`src/rtl/sent_rx_crc_scheduler.sv`:
```
// sent_rx_crc_scheduler: arbitrates the shared SENT RX CRC check engine between the
// fast-channel decoder and the serial-message assembler, issues one command per
// request, returns pass/fail to the owner and keeps saturating error counters.
module sent_rx_crc_scheduler #(
  parameter int unsigned STARVE_LIMIT = 4,
  parameter int unsigned CNT_W        = 8
) (
  input  logic             clk_rx,
  input  logic             reset_n_rx,
  input  logic             fast_req_i,
  input  logic [1:0]       fast_nib_sel_i,
  input  logic [29:0]      fast_data_i,
  output logic             fast_ack_o,
  output logic             fast_done_o,
  output logic             fast_crc_ok_o,
  input  logic             serial_req_i,
  input  logic             serial_enh_i,
  input  logic [29:0]      serial_data_i,
  output logic             serial_ack_o,
  output logic             serial_done_o,
  output logic             serial_crc_ok_o,
  output logic [2:0]       enable_crc_check_o,
  output logic [29:0]      data_check_crc_o,
  input  logic             crc_check_done_i,
  input  logic             valid_data_fast_i,
  input  logic             valid_data_serial_i,
  input  logic             valid_data_enhanced_i,
  input  logic             cnt_clr_i,
  output logic             busy_o,
  output logic             engine_fault_o,
  output logic [CNT_W-1:0] fast_err_cnt_o,
  output logic [CNT_W-1:0] serial_err_cnt_o
);

  localparam int unsigned DATA_W   = 30;
  localparam int unsigned CMD_W    = 3;
  localparam int unsigned STARVE_W = $clog2(STARVE_LIMIT + 1);

  localparam logic [CMD_W-1:0] CMD_NONE = 3'b000;
  localparam logic [CMD_W-1:0] CMD_6NB  = 3'b001;
  localparam logic [CMD_W-1:0] CMD_4NB  = 3'b010;
  localparam logic [CMD_W-1:0] CMD_3NB  = 3'b011;
  localparam logic [CMD_W-1:0] CMD_SER  = 3'b100;
  localparam logic [CMD_W-1:0] CMD_ENH  = 3'b101;

  localparam logic [STARVE_W-1:0] STARVE_MAX = STARVE_W'(STARVE_LIMIT);
  localparam logic [CNT_W-1:0]    CNT_MAX    = {CNT_W{1'b1}};

  typedef enum logic [1:0] {
    S_IDLE    = 2'd0,
    S_ISSUE   = 2'd1,
    S_SAMPLE  = 2'd2,
    S_RECOVER = 2'd3
  } state_e;

  state_e              state_q;
  logic                owner_serial_q;
  logic [CMD_W-1:0]    code_q;
  logic [CMD_W-1:0]    cmd_q;
  logic [DATA_W-1:0]   data_q;
  logic [STARVE_W-1:0] starve_q;
  logic                fast_ack_q;
  logic                serial_ack_q;
  logic                fast_done_q;
  logic                serial_done_q;
  logic                fast_ok_q;
  logic                serial_ok_q;
  logic                busy_q;
  logic                fault_q;
  logic [CNT_W-1:0]    fast_err_q;
  logic [CNT_W-1:0]    serial_err_q;

  logic                grant_fast_d;
  logic                grant_serial_d;
  logic [CMD_W-1:0]    grant_code_d;
  logic [DATA_W-1:0]   grant_data_d;
  logic                sample_ok_d;
  logic                fault_hit_d;
  logic                fast_inc_d;
  logic                serial_inc_d;

  // Arbitration and engine command code for a request seen in IDLE
  always_comb begin
    grant_fast_d   = 1'b0;
    grant_serial_d = 1'b0;
    grant_code_d   = CMD_NONE;
    grant_data_d   = fast_data_i;
    if (serial_req_i && (!fast_req_i || (starve_q == STARVE_MAX))) begin
      grant_serial_d = 1'b1;
    end else if (fast_req_i) begin
      grant_fast_d = 1'b1;
    end
    if (grant_serial_d) begin
      grant_code_d = serial_enh_i ? CMD_ENH : CMD_SER;
      grant_data_d = serial_data_i;
    end else begin
      unique case (fast_nib_sel_i)
        2'b00:   grant_code_d = CMD_3NB;
        2'b01:   grant_code_d = CMD_4NB;
        2'b10:   grant_code_d = CMD_6NB;
        default: grant_code_d = CMD_NONE;
      endcase
    end
  end

  // Engine result for the owner; a reserved fast code never passes and never faults
  always_comb begin
    sample_ok_d = 1'b0;
    fault_hit_d = 1'b0;
    if (owner_serial_q) begin
      sample_ok_d = (code_q == CMD_ENH) ? valid_data_enhanced_i : valid_data_serial_i;
    end else if (code_q != CMD_NONE) begin
      if (crc_check_done_i) begin
        sample_ok_d = valid_data_fast_i;
      end else begin
        fault_hit_d = 1'b1;
      end
    end
    fast_inc_d   = (state_q == S_SAMPLE) && !owner_serial_q && !sample_ok_d;
    serial_inc_d = (state_q == S_SAMPLE) && owner_serial_q && !sample_ok_d;
  end

  // Scheduler FSM with registered handshake, command and status outputs
  always_ff @(posedge clk_rx or negedge reset_n_rx) begin
    if (!reset_n_rx) begin
      state_q        <= S_IDLE;
      owner_serial_q <= 1'b0;
      code_q         <= CMD_NONE;
      cmd_q          <= CMD_NONE;
      data_q         <= '0;
      starve_q       <= '0;
      fast_ack_q     <= 1'b0;
      serial_ack_q   <= 1'b0;
      fast_done_q    <= 1'b0;
      serial_done_q  <= 1'b0;
      fast_ok_q      <= 1'b0;
      serial_ok_q    <= 1'b0;
      busy_q         <= 1'b0;
      fault_q        <= 1'b0;
      fast_err_q     <= '0;
      serial_err_q   <= '0;
    end else begin
      fast_ack_q    <= 1'b0;
      serial_ack_q  <= 1'b0;
      fast_done_q   <= 1'b0;
      serial_done_q <= 1'b0;
      cmd_q         <= CMD_NONE;

      if (cnt_clr_i) begin
        fast_err_q   <= '0;
        serial_err_q <= '0;
      end else begin
        if (fast_inc_d && (fast_err_q != CNT_MAX)) begin
          fast_err_q <= fast_err_q + CNT_W'(1);
        end
        if (serial_inc_d && (serial_err_q != CNT_MAX)) begin
          serial_err_q <= serial_err_q + CNT_W'(1);
        end
      end

      unique case (state_q)
        S_IDLE: begin
          if (grant_fast_d || grant_serial_d) begin
            state_q        <= S_ISSUE;
            busy_q         <= 1'b1;
            owner_serial_q <= grant_serial_d;
            code_q         <= grant_code_d;
            cmd_q          <= grant_code_d;
            data_q         <= grant_data_d;
            fast_ack_q     <= grant_fast_d;
            serial_ack_q   <= grant_serial_d;
            if (grant_fast_d && serial_req_i) begin
              if (starve_q != STARVE_MAX) begin
                starve_q <= starve_q + STARVE_W'(1);
              end
            end else begin
              starve_q <= '0;
            end
          end
        end
        S_ISSUE: begin
          state_q <= S_SAMPLE;
        end
        S_SAMPLE: begin
          state_q <= S_RECOVER;
          if (fault_hit_d) begin
            fault_q <= 1'b1;
          end
          if (owner_serial_q) begin
            serial_done_q <= 1'b1;
            serial_ok_q   <= sample_ok_d;
          end else begin
            fast_done_q <= 1'b1;
            fast_ok_q   <= sample_ok_d;
          end
        end
        S_RECOVER: begin
          state_q <= S_IDLE;
          busy_q  <= 1'b0;
        end
        default: begin
          state_q <= S_IDLE;
          busy_q  <= 1'b0;
        end
      endcase
    end
  end

  assign fast_ack_o         = fast_ack_q;
  assign fast_done_o        = fast_done_q;
  assign fast_crc_ok_o      = fast_ok_q;
  assign serial_ack_o       = serial_ack_q;
  assign serial_done_o      = serial_done_q;
  assign serial_crc_ok_o    = serial_ok_q;
  assign enable_crc_check_o = cmd_q;
  assign data_check_crc_o   = data_q;
  assign busy_o             = busy_q;
  assign engine_fault_o     = fault_q;
  assign fast_err_cnt_o     = fast_err_q;
  assign serial_err_cnt_o   = serial_err_q;

endmodule
```
`config.mk`:
```
export PLATFORM = sky130hd
export DESIGN_NAME = sent_rx_crc_scheduler
export DESIGN_NICKNAME = d
export VERILOG_FILES = /design/src/rtl/sent_rx_crc_scheduler.sv
export SDC_FILE = /design/constraint.sdc
export NUM_CORES = 1
export LEC_CHECK = 0
export BUFFER_PORTS_ARGS = -buffer_cell sky130_fd_sc_hd__buf_2
export CORE_ASPECT_RATIO = 1.2
export CORE_MARGIN = 2
export CORE_UTILIZATION = 43
export CTS_BUF_LIST = sky130_fd_sc_hd__clkbuf_4 sky130_fd_sc_hd__clkbuf_8 sky130_fd_sc_hd__clkbuf_16
export CTS_CLUSTER_DIAMETER = 60
export DETAILED_ROUTE_END_ITERATION = 10
export PLACE_DENSITY = 0.75
export REMOVE_ABC_BUFFERS = 1
export SKIP_LAST_GASP = 1
export SLEW_MARGIN = 25
export SYNTH_ARGS = -nofsm -noshare
export SYNTH_HDL_FRONTEND = slang
export SYNTH_SLANG_ARGS = --single-unit
```
`constraint.sdc`:
```
create_clock -name clk_rx -period 1.8 [get_ports clk_rx]
set_clock_uncertainty 0.15 [all_clocks]
set_input_delay 0.36 -clock clk_rx [delete_from_list [all_inputs] [get_ports clk_rx]]
set_output_delay 0.36 -clock clk_rx [all_outputs]
set_load 0.05 [all_outputs]
```
=== Word-level counts from Yosys, hierarchy flattened ===
Cells that the tools add are included.

* Register bits after elaboration: 66
* Bits of input ports: 72
* Word-level logic and storage cells: 91

* Add/sub/neg operators: 3
* Eq/ne operators: 12
* Muxes and demuxes: 34
* Bitwise logic cells: 1
* Reduce and logical (&&, ||, !) cells: 25

{| class="wikitable"
|+ Operator list
! operator !! count
|-
| $mux 8 || 4
|-
| $mux 30 || 1
|-
| $mux 1 || 20
|-
| $add 8x1->8 const B || 2
|-
| $ne 8x8->1 const B || 2
|-
| $mux 3 || 5
|-
| $reduce_and 2->1 || 5
|-
| $logic_and 1x1->1 || 8
|-
| $pmux 2 s4 || 1
|-
| $eq 2x2->1 const B || 3
|-
| $eq 3x3->1 const B || 2
|-
| $pmux 2 s3 || 1
|-
| $reduce_bool 2->1 || 3
|-
| $eq 2x1->1 const B || 2
|-
| $logic_not 2->1 || 2
|-
| $add 3x1->3 const B || 1
|-
| $logic_not 1->1 || 3
|-
| $ne 3x3->1 const B || 1
|-
| $reduce_and 3->1 || 1
|-
| $reduce_bool 3->1 || 1
|-
| $logic_or 1x1->1 || 2
|-
| $mux 2 || 1
|-
| $ne 2x1->1 const B || 1
|-
| $ne 2x2->1 const B || 1
|-
| 2 further kinds || 2
|}

=== Logic depth before layout (Yosys ltp) ===
Gate-level depths: netlist of run 1.

* Depth in word-level cells: 8
* Depth in mapped cells: 8
* Mapped depth without buffers: 6

=== Least setup slack after synthesis of run 1 ===
OpenSTA, ideal clock, no wires.

* Path kind: reg2reg
* From: reg serial_err_q[2], in the netlist serial_err_cnt_o[2]
* To: reg serial_err_q[5], in the netlist serial_err_cnt_o[5]
* Data arrival time: 1.784 ns
* Data required time: 1.522 ns
* Path slack: -0.262 ns
* Cell stages (with the launch flop): 5
* Buffers on the path: 0
* Clock period less this slack: 2.062 ns
* Cells stage by stage: dfrtp_1 -> and4_1 -> nand4_1 -> a2111oi_2 -> mux2_1

* Cells in the longest elaborated chain, start to end: 3

{| class="wikitable"
|+ Ends and longest elaborated chain
! element !! line !! source
|-
| start: declaration || 71 || <nowiki>logic [CNT_W-1:0] serial_err_q;</nowiki>
|-
| start signal: assignment || 157 || <nowiki>serial_err_q <= serial_err_q + CNT_W'(1);</nowiki>
|-
| $add 8x1->8 / $ne 8x8->1 (equally long branches) || 157, 156 ||
|-
| $mux 8 / $logic_and 1x1->1 (equally long branches) || 156 || <nowiki>if (serial_inc_d && (serial_err_q != CNT_MAX)) begin</nowiki>
|-
| $mux 8 / $reduce_bool 2->1 (equally long branches) || - ||
|}

Several ways; a longest one is shown, not always the timed one. The select of a mux whose other input is x is not followed.
A chain may end at the register's enable or synchronous reset.

=== Worst setup path after layout of run 1 ===
* From: reg code_q[1]
* To: reg fast_err_q[6], in the netlist fast_err_cnt_o[6]

* Cells in the longest elaborated chain, start to end: 7

{| class="wikitable"
|+ Ends and longest elaborated chain
! element !! line !! source
|-
| start: declaration || 58 || <nowiki>logic [CMD_W-1:0] code_q;</nowiki>
|-
| start signal: assignment || 167 || <nowiki>code_q <= grant_code_d;</nowiki>
|-
| $eq 3x3->1 / $reduce_bool 3->1 (equally long branches) || 111, 112 ||
|-
| $mux 1 (on tied branches) || 111, 112 ||
|-
| $mux 1 * || 110 || <nowiki>if (owner_serial_q) begin</nowiki>
|-
| $logic_not 1->1 * || 119 || <nowiki>fast_inc_d = (state_q == S_SAMPLE) && !owner_serial_q && !sample_ok_d;</nowiki>
|-
| $logic_and 1x1->1 * || 119 ||
|-
| $logic_and 1x1->1 * || 153 || <nowiki>if (fast_inc_d && (fast_err_q != CNT_MAX)) begin</nowiki>
|-
| $reduce_bool 2->1 (no source line) * || - ||
|-
| end signal: assignment || 154 || <nowiki>fast_err_q <= fast_err_q + CNT_W'(1);</nowiki>
|-
| end: declaration || 70 || <nowiki>logic [CNT_W-1:0] fast_err_q;</nowiki>
|}

Every way passes the cells marked *; elsewhere a longest branch is shown, timed or not.

==> results of run 1 <==
-- where the power goes --
group	switching [mW]	internal, mW	leakage [nW]
clock network	0.530	0.578	0.0917
registers	0.279	1.93	0.826
logic	2.53	1.07	1.48
total	3.34	3.58	2.39
-- cell families (layout without fill, tap and decap cells) --
logic type / Yosys count / in the layout / share of synthesized area (%)
AND/OR/NAND/NOR: 91 / 91 / 13.9
AO/OA/AOI/OAI: 64 / 64 / 12.5
flip-flops: 64 / 64 / 52.2
multiplexers: 41 / 41 / 13.8
buffers and inverters: 27 / 193 / 3.63
adder cells (fa/ha/maj): 8 / 8 / 3.26
XOR/XNOR: 3 / 3 / 0.856
-- metrics by stage --
stage          cell area [µm²]  worst slack [ns]  power, mW
2_1_floorplan             3000             -1.25       4.51
3_3_place_gp              4030            -0.167       5.52
3_5_place_dp              4030            -0.226       5.62
4_1_cts                   4300           -0.0887       6.85
5_1_grt                   4480            -0.214       7.35
6_report                  4480            -0.157       6.92
-- what timing repair did --
action,CTS,global route
endpoints found under the setup margin,10,46
setup buffers,3,3
gates cloned,0,1
pin swaps,7,15
endpoints found under the hold margin,64,0
resized for setup,12,30
hold buffers,1,0
-- state kept, by name, summed over array words and instances (netlist names) --
name,flops
fast_err_cnt_o,8
enable_crc_check_o,3
serial_err_cnt_o,8
serial_crc_ok_o,1
data_check_crc_o,30
engine_fault_o,1
fast_ack_o,1
owner_serial_q,1
serial_done_o,1
fast_crc_ok_o,1
code_q,2
fast_done_o,1
state_q,2
starve_q,3
busy_o,1
-- path summary, 6_finish.rpt --
kind,startpoint,to,slack [ns],cells after the start
hold / removal,crc_check_done_i,engine_fault_o,0.08,2
min in group asynchronous,reset_n_rx,fast_crc_ok_o,0.42,3
hold reg to reg,data_check_crc_o[28],data_check_crc_o[28],0.32,2
setup reg to reg,code_q[1],fast_err_cnt_o[6],-0.16,8
max in group asynchronous,reset_n_rx,data_check_crc_o[29],0.79,3
setup / recovery,code_q[1],fast_err_cnt_o[6],-0.16,8
-- area by class of cell --
type	count	share of cell area, %
sequential	64	35.8
multi-input combinational	207	34.5
timing repair buffer	167	22.5
clock buffer	12	3.55
tap	87	2.43
inverter	11	0.922
clock inverter	3	0.391
-- synth_stat cells (all sizes together) (3+ instances only) --
cell and number:
clkbuf 10, dfrtp 64, nor2b 7, nor3 4, o21ai 42, ha 8, mux2i 34, mux2 7
or3 3, nand2 42, nand4 5, nand3 5, a21oi 6, buf 6, inv 11, xor2 3
nor2 15
-- worst reg2reg max path, delay by kind of cell (launching register included) --
family / cells / cell delay [ns]
flops: 1 / 0.42
compound gates: 4 / 0.63
buf+inv: 4 / 0.65
-- metal layers --
| metal | global-route usage, % | vias up | wire length, µm |
|---|---|---|---|
| met3 | 6.60 | 10 | 584 |
| li1 | - | 1366 | - |
| met2 | 34.4 | 124 | 4140 |
| met5 | 0 | - | 0 |
| met1 | 23.7 | 1304 | 3320 |
| met4 | 7.49 | 0 | 101 |
==> impl_metrics.tcl, run 1 <==
set metrics [dict create \
    status "finished with violations" \
    violations "setup timing" \
    final_common_cell "buf_2" \
    synth_enable_flop_cells 0 \
    drc_errors 0 \
    p_per_area_nw_per_um2 1550 \
    yosysTopAreaCell "dfrtp_1" \
    hpwl_um 5710 \
    synth.area.top_cells "dfrtp_1, mux2i_1, o21ai_0" \
    ys_seq_area_share_pct 52.2 \
    path_cells "buf_6 -> o211ai_1 -> buf_4 -> o211ai_1 -> buf_4 -> buf_6 -> o31ai_4 -> a21oi_1" \
    grt-ovfl-total 0 \
    antenna_found_initial 0 \
    ios 129 \
    drt_iter0_markers 121 \
    cp_max_fo 4 \
    mostFrequentLayoutCells "buf_2, dfrtp_1, nand2_1, o21ai_0, mux2i_1" \
    crit_family "buffers and inverters" \
    slowest_stage "dfrtp_1" \
    worstPathRequired_ns 1.84 \
    slew_headroom_pct 69.6 \
    grt_max_degree 65 \
    cts_root_buf "clkbuf_8" \
    synthDistinctLibCells 40 \
    final-hold-violation-count 0 \
    cp.buffers_inverters 4 \
    nets 540 \
    clkSlewWorstSetupHoldPaths_ns 0.07 \
    worstMarginPinSlew_ns 0.455 \
    synth_top_area_share_pct 52.2 \
    drive_above_1_share_pct 46.3 \
    antennaDiodeCount 0 \
    clkLatencyLatePin_ns 0.33 \
    worstSetupPathType "reg -> reg" \
    syn-cell-area_um2 3070 \
    synth_ff_type "dfrtp_1" \
    fin_ws_ns -0.157 \
    io_buffer_count 128 \
    nFillCells 546 \
    clockBufferDepth 2 \
    rsz0062_at_grt "yes" \
    critPathLaunchType "flip-flop" \
    final_max_slew_viol_count 0 \
    hold_ws_ns 0.0792 \
    final_antenna_net_count 0 \
    rows 33 \
    synth.ff_latch_count 64 \
    period_minus_slack_ns 1.96 \
    p_leak_nw 2.39 \
    post-route-period-util_pct 109 \
    drt_pass1_iterations 4 \
    h-tree-depth 3 \
    tritoncts "yes" \
    die_area_um2 7840 \
    cts.sinks 64 \
    vias 2804 \
    dp.cells 528 \
    multi_input_area_um2 1540 \
    area_growth_syn_to_layout_pct 45.8 \
    finalSetupViolations 12 \
    fin_tns_setup_ns -1.14 \
    avgViaCountPerCell 5.09 \
    numCtsBuffers 9 \
    grt_pass1_wl_um 12000 \
    fin_util_pct 64.9 \
    max_freq_mhz 511 \
    drv_cap 0 \
    fin_cells 551 \
    max_stage_delay_ns 0.42 \
    synth-async-reset-ratio_pct 100 \
    first_global_vias 2650 \
    cp-end-kind "flip-flop" \
    core_um2 6900 \
    syn-instance-count 298 \
    gp_congestion 0.849 \
    wl_per_cell_um 14.8 \
    ff_latch_area_um2 1600 \
    grtUsageTotal_pct 20.2 \
    wl_um 8150 \
    syn_avg_cell_area_um2 10.3 \
    initial_core_util_pct 44.5 \
    yosys_warnings 0 \
    die_y_um 96.6 \
    die_w_um 81.1 \
    hold_path.class "in -> reg" \
    ir_worst_vdd_v 0.000948 \
    cp.arrival_ns 2.00 \
]
Power figures use the tool's default switching activity.
==> run 2, diff against run 1 <==
--- a/config.mk
+++ b/config.mk
@@ -12,6 +12,7 @@
 export CTS_BUF_LIST = sky130_fd_sc_hd__clkbuf_4 sky130_fd_sc_hd__clkbuf_8 sky130_fd_sc_hd__clkbuf_16
 export CTS_CLUSTER_DIAMETER = 60
 export DETAILED_ROUTE_END_ITERATION = 10
+export HOLD_SLACK_MARGIN = 0.08
 export PLACE_DENSITY = 0.75
 export REMOVE_ABC_BUFFERS = 1
 export SKIP_LAST_GASP = 1
==> run 2 against run 1 <==
The run still ends with setup timing left; clock-buffer cell count unchanged; power increased by 0.12%; register-to-register slack about the same; via count increased by 0.43%; combinational power about the same; die area unchanged; clock power about the same; sequential share of layout area decreased by 0.16 points; sequential power about the same; final cell count increased by 0.36%; largest cell class unchanged.
==> impl_metrics.tcl, run 2 (synthesis gave the netlist of run 1 again) <==
set metrics [dict create \
    status "finished with violations" \
    violations "setup timing" \
    fin_util_pct 65.2 \
    grt_pass1_wl_um 12000 \
    vias 2816 \
    slew_headroom_pct 69.5 \
    rsz0062_at_grt "yes" \
    p_total_mw 6.93 \
    p_leak_nw 2.40 \
    io_buffer_count 128 \
    die_area_um2 7840 \
    first_global_vias 2643 \
    gr-max-usage-layer "met2" \
    r2r-end "fast_err_cnt_o[4]" \
    die_y_um 96.6 \
    drive_above_1_share_pct 46.1 \
    area_growth_syn_to_layout_pct 46.5 \
    dp_slack_ns -0.226 \
    hp-start "serial_data_i[15]" \
    final_common_cell "buf_2" \
    hpwl_um 5710 \
    p_seq_share_pct 31.9 \
    ios 129 \
    nets 542 \
    use_met3_pct 6.60 \
    cp_max_fo 3 \
    hold_ws_ns 0.164 \
    gp_congestion 0.849 \
    wl_per_cell_um 14.8 \
    clkSlewWorstSetupHoldPaths_ns 0.07 \
    grt_use_met2_pct 34.4 \
    met1_usage_pct 23.7 \
    worstSetupPathType "reg -> reg" \
    final_antenna_net_count 0 \
    cts.sinks 64 \
    final_cell_area_um2 4500 \
    switching_share_pct 48.3 \
    finalSetupViolations 12 \
    core_um2 6900 \
    p_int_mw 3.58 \
    drt_pass1_iterations 4 \
    fin_cells 553 \
    tritoncts "yes" \
    post-route-period-util_pct 108 \
    cp.arrival_ns 2.06 \
    whs_endpoint "data_check_crc_o[15]" \
    final-hold-violation-count 0 \
    period_minus_slack_ns 1.95 \
    cp-end-kind "flip-flop" \
    antennaDiodeCount 0 \
    dp.cells 528 \
    clockBufferDepth 2 \
    drc_errors 0 \
    clkLatencyLatePin_ns 0.33 \
    largest_register_ffs 30 \
    drv_cap 0 \
    die_w_um 81.1 \
    worstMarginPinSlew_ns 0.456 \
    fin_tns_setup_ns -1.19 \
    antenna_found_initial 0 \
    clockPowerShare_pct 16.0 \
    r2r-start "code_q[1]" \
    grtUsageTotal_pct 20.2 \
    h-tree-depth 3 \
    avgViaCountPerCell 5.09 \
    max_freq_mhz 513 \
    place_area_um2 4030 \
    grt_max_degree 65 \
    p_sw_mw 3.35 \
    cts_root_buf "clkbuf_8" \
    initial_core_util_pct 44.5 \
    numCtsBuffers 9 \
    final_max_slew_viol_count 0 \
    grt-ovfl-total 0 \
    critPathLaunchType "flip-flop" \
    hold_path.class "in -> reg" \
    reg2regPathDepth 7 \
    power_frac_comb_pct 52.1 \
    wl_um 8200 \
    worstPathRequired_ns 1.91 \
    p_per_area_nw_per_um2 1540 \
    rows 33 \
    fin_ws_ns -0.148 \
    ir_worst_vdd_v 0.000952 \
    mostFrequentLayoutCells "buf_2, dfrtp_1, nand2_1, o21ai_0, mux2i_1" \
    hold_depth 3 \
    r2r_slack_ns -0.15 \
    drt_iter0_markers 112 \
]
[run 2: per-layer routing]
metal  share of wire (%)  wire length (µm)
met1                  40              3270
met2                  51              4200
met3                 7.3               595
met4                 1.5               123
met5                   0                 0
[run 2: power by group through the flow]
stage / combinational, mW / clock (mW) / sequential (mW)
finish: 3.61 / 1.11 / 2.21
global route: 3.88 / 1.21 / 2.26
CTS: 3.51 / 1.14 / 2.21
detailed placement: 3.42 / 0 / 2.21
global placement: 3.33 / 0 / 2.19
floorplan: 0.845 / 0 / 3.67
[run 2: area by class of cell]
type	count	area, µm²
clock buffer	12	159
sequential	64	1600
fill	547	2400
clock inverter	3	17.5
timing repair buffer	169	1030
tap	87	109
multi-input combinational	207	1540
inverter	11	41.3
[run 2: worst max-delay path by stage]
stage | startpoint | endpoint
2_1_floorplan | fast_req_i | code_q[0]
5_1_grt | code_q[1] | fast_err_cnt_o[4]
3_5_place_dp | code_q[1] | serial_err_cnt_o[4]
6_report | code_q[1] | fast_err_cnt_o[4]
4_1_cts | code_q[1] | serial_err_cnt_o[5]
3_3_place_gp | state_q[0] | serial_err_cnt_o[5]
[run 2: what timing repair did]
action,CTS,global route
hold buffers,3,0
resized for setup,12,30
hold endpoints to repair,66,0
cloned,0,1
endpoints found under the setup margin,10,46
buffers inserted,3,3
pin swaps,7,15
[run 2: critical path, cell delays in order (launching register included)]
cell and delay, ns:
dfrtp_1 0.42, buf_6 0.14, o211ai_1 0.20, buf_4 0.18, o211ai_1 0.14, buf_4 0.19
or3_4 0.33, a21oi_2 0.13
==> run 3, diff against run 2 <==
--- a/config.mk
+++ b/config.mk
@@ -7,7 +7,7 @@
 export LEC_CHECK = 0
 export BUFFER_PORTS_ARGS = -buffer_cell sky130_fd_sc_hd__buf_2
 export CORE_ASPECT_RATIO = 1.2
-export CORE_MARGIN = 2
+export CORE_MARGIN = 5
 export CORE_UTILIZATION = 43
 export CTS_BUF_LIST = sky130_fd_sc_hd__clkbuf_4 sky130_fd_sc_hd__clkbuf_8 sky130_fd_sc_hd__clkbuf_16
 export CTS_CLUSTER_DIAMETER = 60
==> run 3 against run 2 <==
The flow still finishes with violations (setup timing); register-to-register slack about the same; clock power increased by 14%; routed wire length increased by 10%; first-iteration DRC count decreased by 40%; sequential cell count unchanged; largest power group unchanged.
==> impl_metrics.tcl, run 3 (synthesis gave the netlist of run 1 again) <==
set metrics [dict create \
    status "finished with violations" \
    violations "setup timing" \
    avgViaCountPerCell 5.17 \
    hpwl_um 5870 \
    drc_errors 0 \
    fin_ws_ns -0.153 \
    h-tree-depth 3 \
    cp_max_fo 4 \
    final-hold-violation-count 0 \
    die_y_um 103 \
    antennaDiodeCount 0 \
    hold_ws_ns 0.148 \
    p_total_mw 7.36 \
    area_growth_syn_to_layout_pct 51.4 \
    cts.sinks 64 \
    p_leak_nw 2.45 \
    dp.cells 529 \
    worstPathRequired_ns 1.88 \
    hp-start "serial_data_i[17]" \
    slew_headroom_pct 65.4 \
    finalSetupViolations 10 \
    drive_above_1_share_pct 47.5 \
    ir_worst_vdd_v 0.000942 \
    largest_register_ffs 30 \
    nets 550 \
    max_stage_delay_ns 0.40 \
    post-route-period-util_pct 108 \
    die_area_um2 8940 \
    drt_iter0_markers 67 \
    crit_path_start "state_q[0]" \
    wl_um 9040 \
    worstMarginPinSlew_ns 0.517 \
    initial_core_util_pct 44.5 \
    clkLatencyLatePin_ns 0.34 \
    worstSetupPathType "reg -> reg" \
    cp-end-kind "flip-flop" \
    drv_cap 0 \
    hold_depth 3 \
    first_global_vias 2958 \
    r2r-end "serial_err_cnt_o[5]" \
    grt_pass1_wl_um 13400 \
    clockBufferDepth 2 \
    vias 2899 \
    numCtsBuffers 9 \
    final_common_cell "buf_2" \
    rows 33 \
    place_area_um2 4040 \
    io_buffer_count 128 \
    max_freq_mhz 512 \
    ios 129 \
    critPathLaunchType "flip-flop" \
    grt_max_degree 65 \
    tritoncts "yes" \
    clkSlewWorstSetupHoldPaths_ns 0.07 \
    grtUsageTotal_pct 19.6 \
    drt_pass1_iterations 6 \
    grt-ovfl-total 0 \
    cts_root_buf "clkbuf_8" \
    wl_per_cell_um 16.1 \
    fin_util_pct 67.4 \
    die_w_um 87.1 \
    hold_path.class "in -> reg" \
    whs_endpoint "data_check_crc_o[17]" \
    r2r_slack_ns -0.15 \
    final_antenna_net_count 0 \
    period_minus_slack_ns 1.95 \
    final_cell_area_um2 4650 \
    final_max_slew_viol_count 0 \
    rsz0062_at_grt "yes" \
    reg2regPathDepth 7 \
    path_cells "inv_2 -> ha_4 -> and4_1 -> nand4_1 -> buf_4 -> a2111oi_4 -> mux2_4" \
    p_per_area_nw_per_um2 1580 \
    r2r-start "state_q[0]" \
    gp_congestion 0.789 \
    core_um2 6900 \
    slowest_stage "dfrtp_1" \
    antenna_found_initial 0 \
    mostFrequentLayoutCells "buf_2, dfrtp_1, nand2_1, buf_4, mux2i_1" \
    fin_cells 561 \
    cp.arrival_ns 2.03 \
]
run 3: power by group:
| part | leakage [nW] | total (mW) | switching, mW | internal [mW] |
|---|---|---|---|---|
| combinational | 1.52 | 3.87 | 2.65 | 1.23 |
| sequential | 0.826 | 2.22 | 0.291 | 1.93 |
| clock | 0.108 | 1.27 | 0.530 | 0.740 |
run 3: layer usage:
layer  wire [µm]  global-route usage [%]
met1        3460                    22.6
met2        4670                    33.1
met3         745                    6.47
met4         153                    8.62
met5           0                       0
run 3: worst max-delay path, delay by kind of cell (launching register included):
| kind | cells | cell delay [ns] |
|---|---|---|
| DFF | 1 | 0.40 |
| and+or+nand+nor | 2 | 0.35 |
| muxes | 1 | 0.33 |
| buffers and inverters | 2 | 0.27 |
| AOI/OAI and AO/OA | 1 | 0.20 |
| adders and majority gates | 1 | 0.14 |
run 3: cell type report:
cell class	instances	area, µm²
timing repair buffer	176	1130
inverter	11	41.3
sequential	64	1600
clock buffer	12	165
tap	87	109
fill	546	2250
clock inverter	3	40.0
multi-input combinational	208	1560
run 3: timing repair:
action	4_1_cts	5_1_grt
gates cloned	1	5
resized for setup	13	43
pin swaps	7	7
hold buffers	2	0
endpoints found under the setup margin	16	50
hold endpoints to repair	65	0
buffers inserted	4	5
run 3: stage by stage:
stage	TNS, ns	worst slack [ns]
4_1_cts	-1.16	-0.103
2_1_floorplan	-50.75	-1.25
3_3_place_gp	-0.366	-0.164
3_5_place_dp	-0.843	-0.221
6_report	-0.761	-0.153
5_1_grt	-2.23	-0.235
run 3: how the worst max path moves through the flow:
stage,endpoint,slack (ns),depth (start not counted)
2_1_floorplan,code_q[0],-1.25,2
3_3_place_gp,serial_err_cnt_o[5],-0.16,6
3_5_place_dp,serial_err_cnt_o[5],-0.22,6
4_1_cts,serial_err_cnt_o[5],-0.10,7
5_1_grt,serial_err_cnt_o[7],-0.23,6
6_report,serial_err_cnt_o[5],-0.15,7
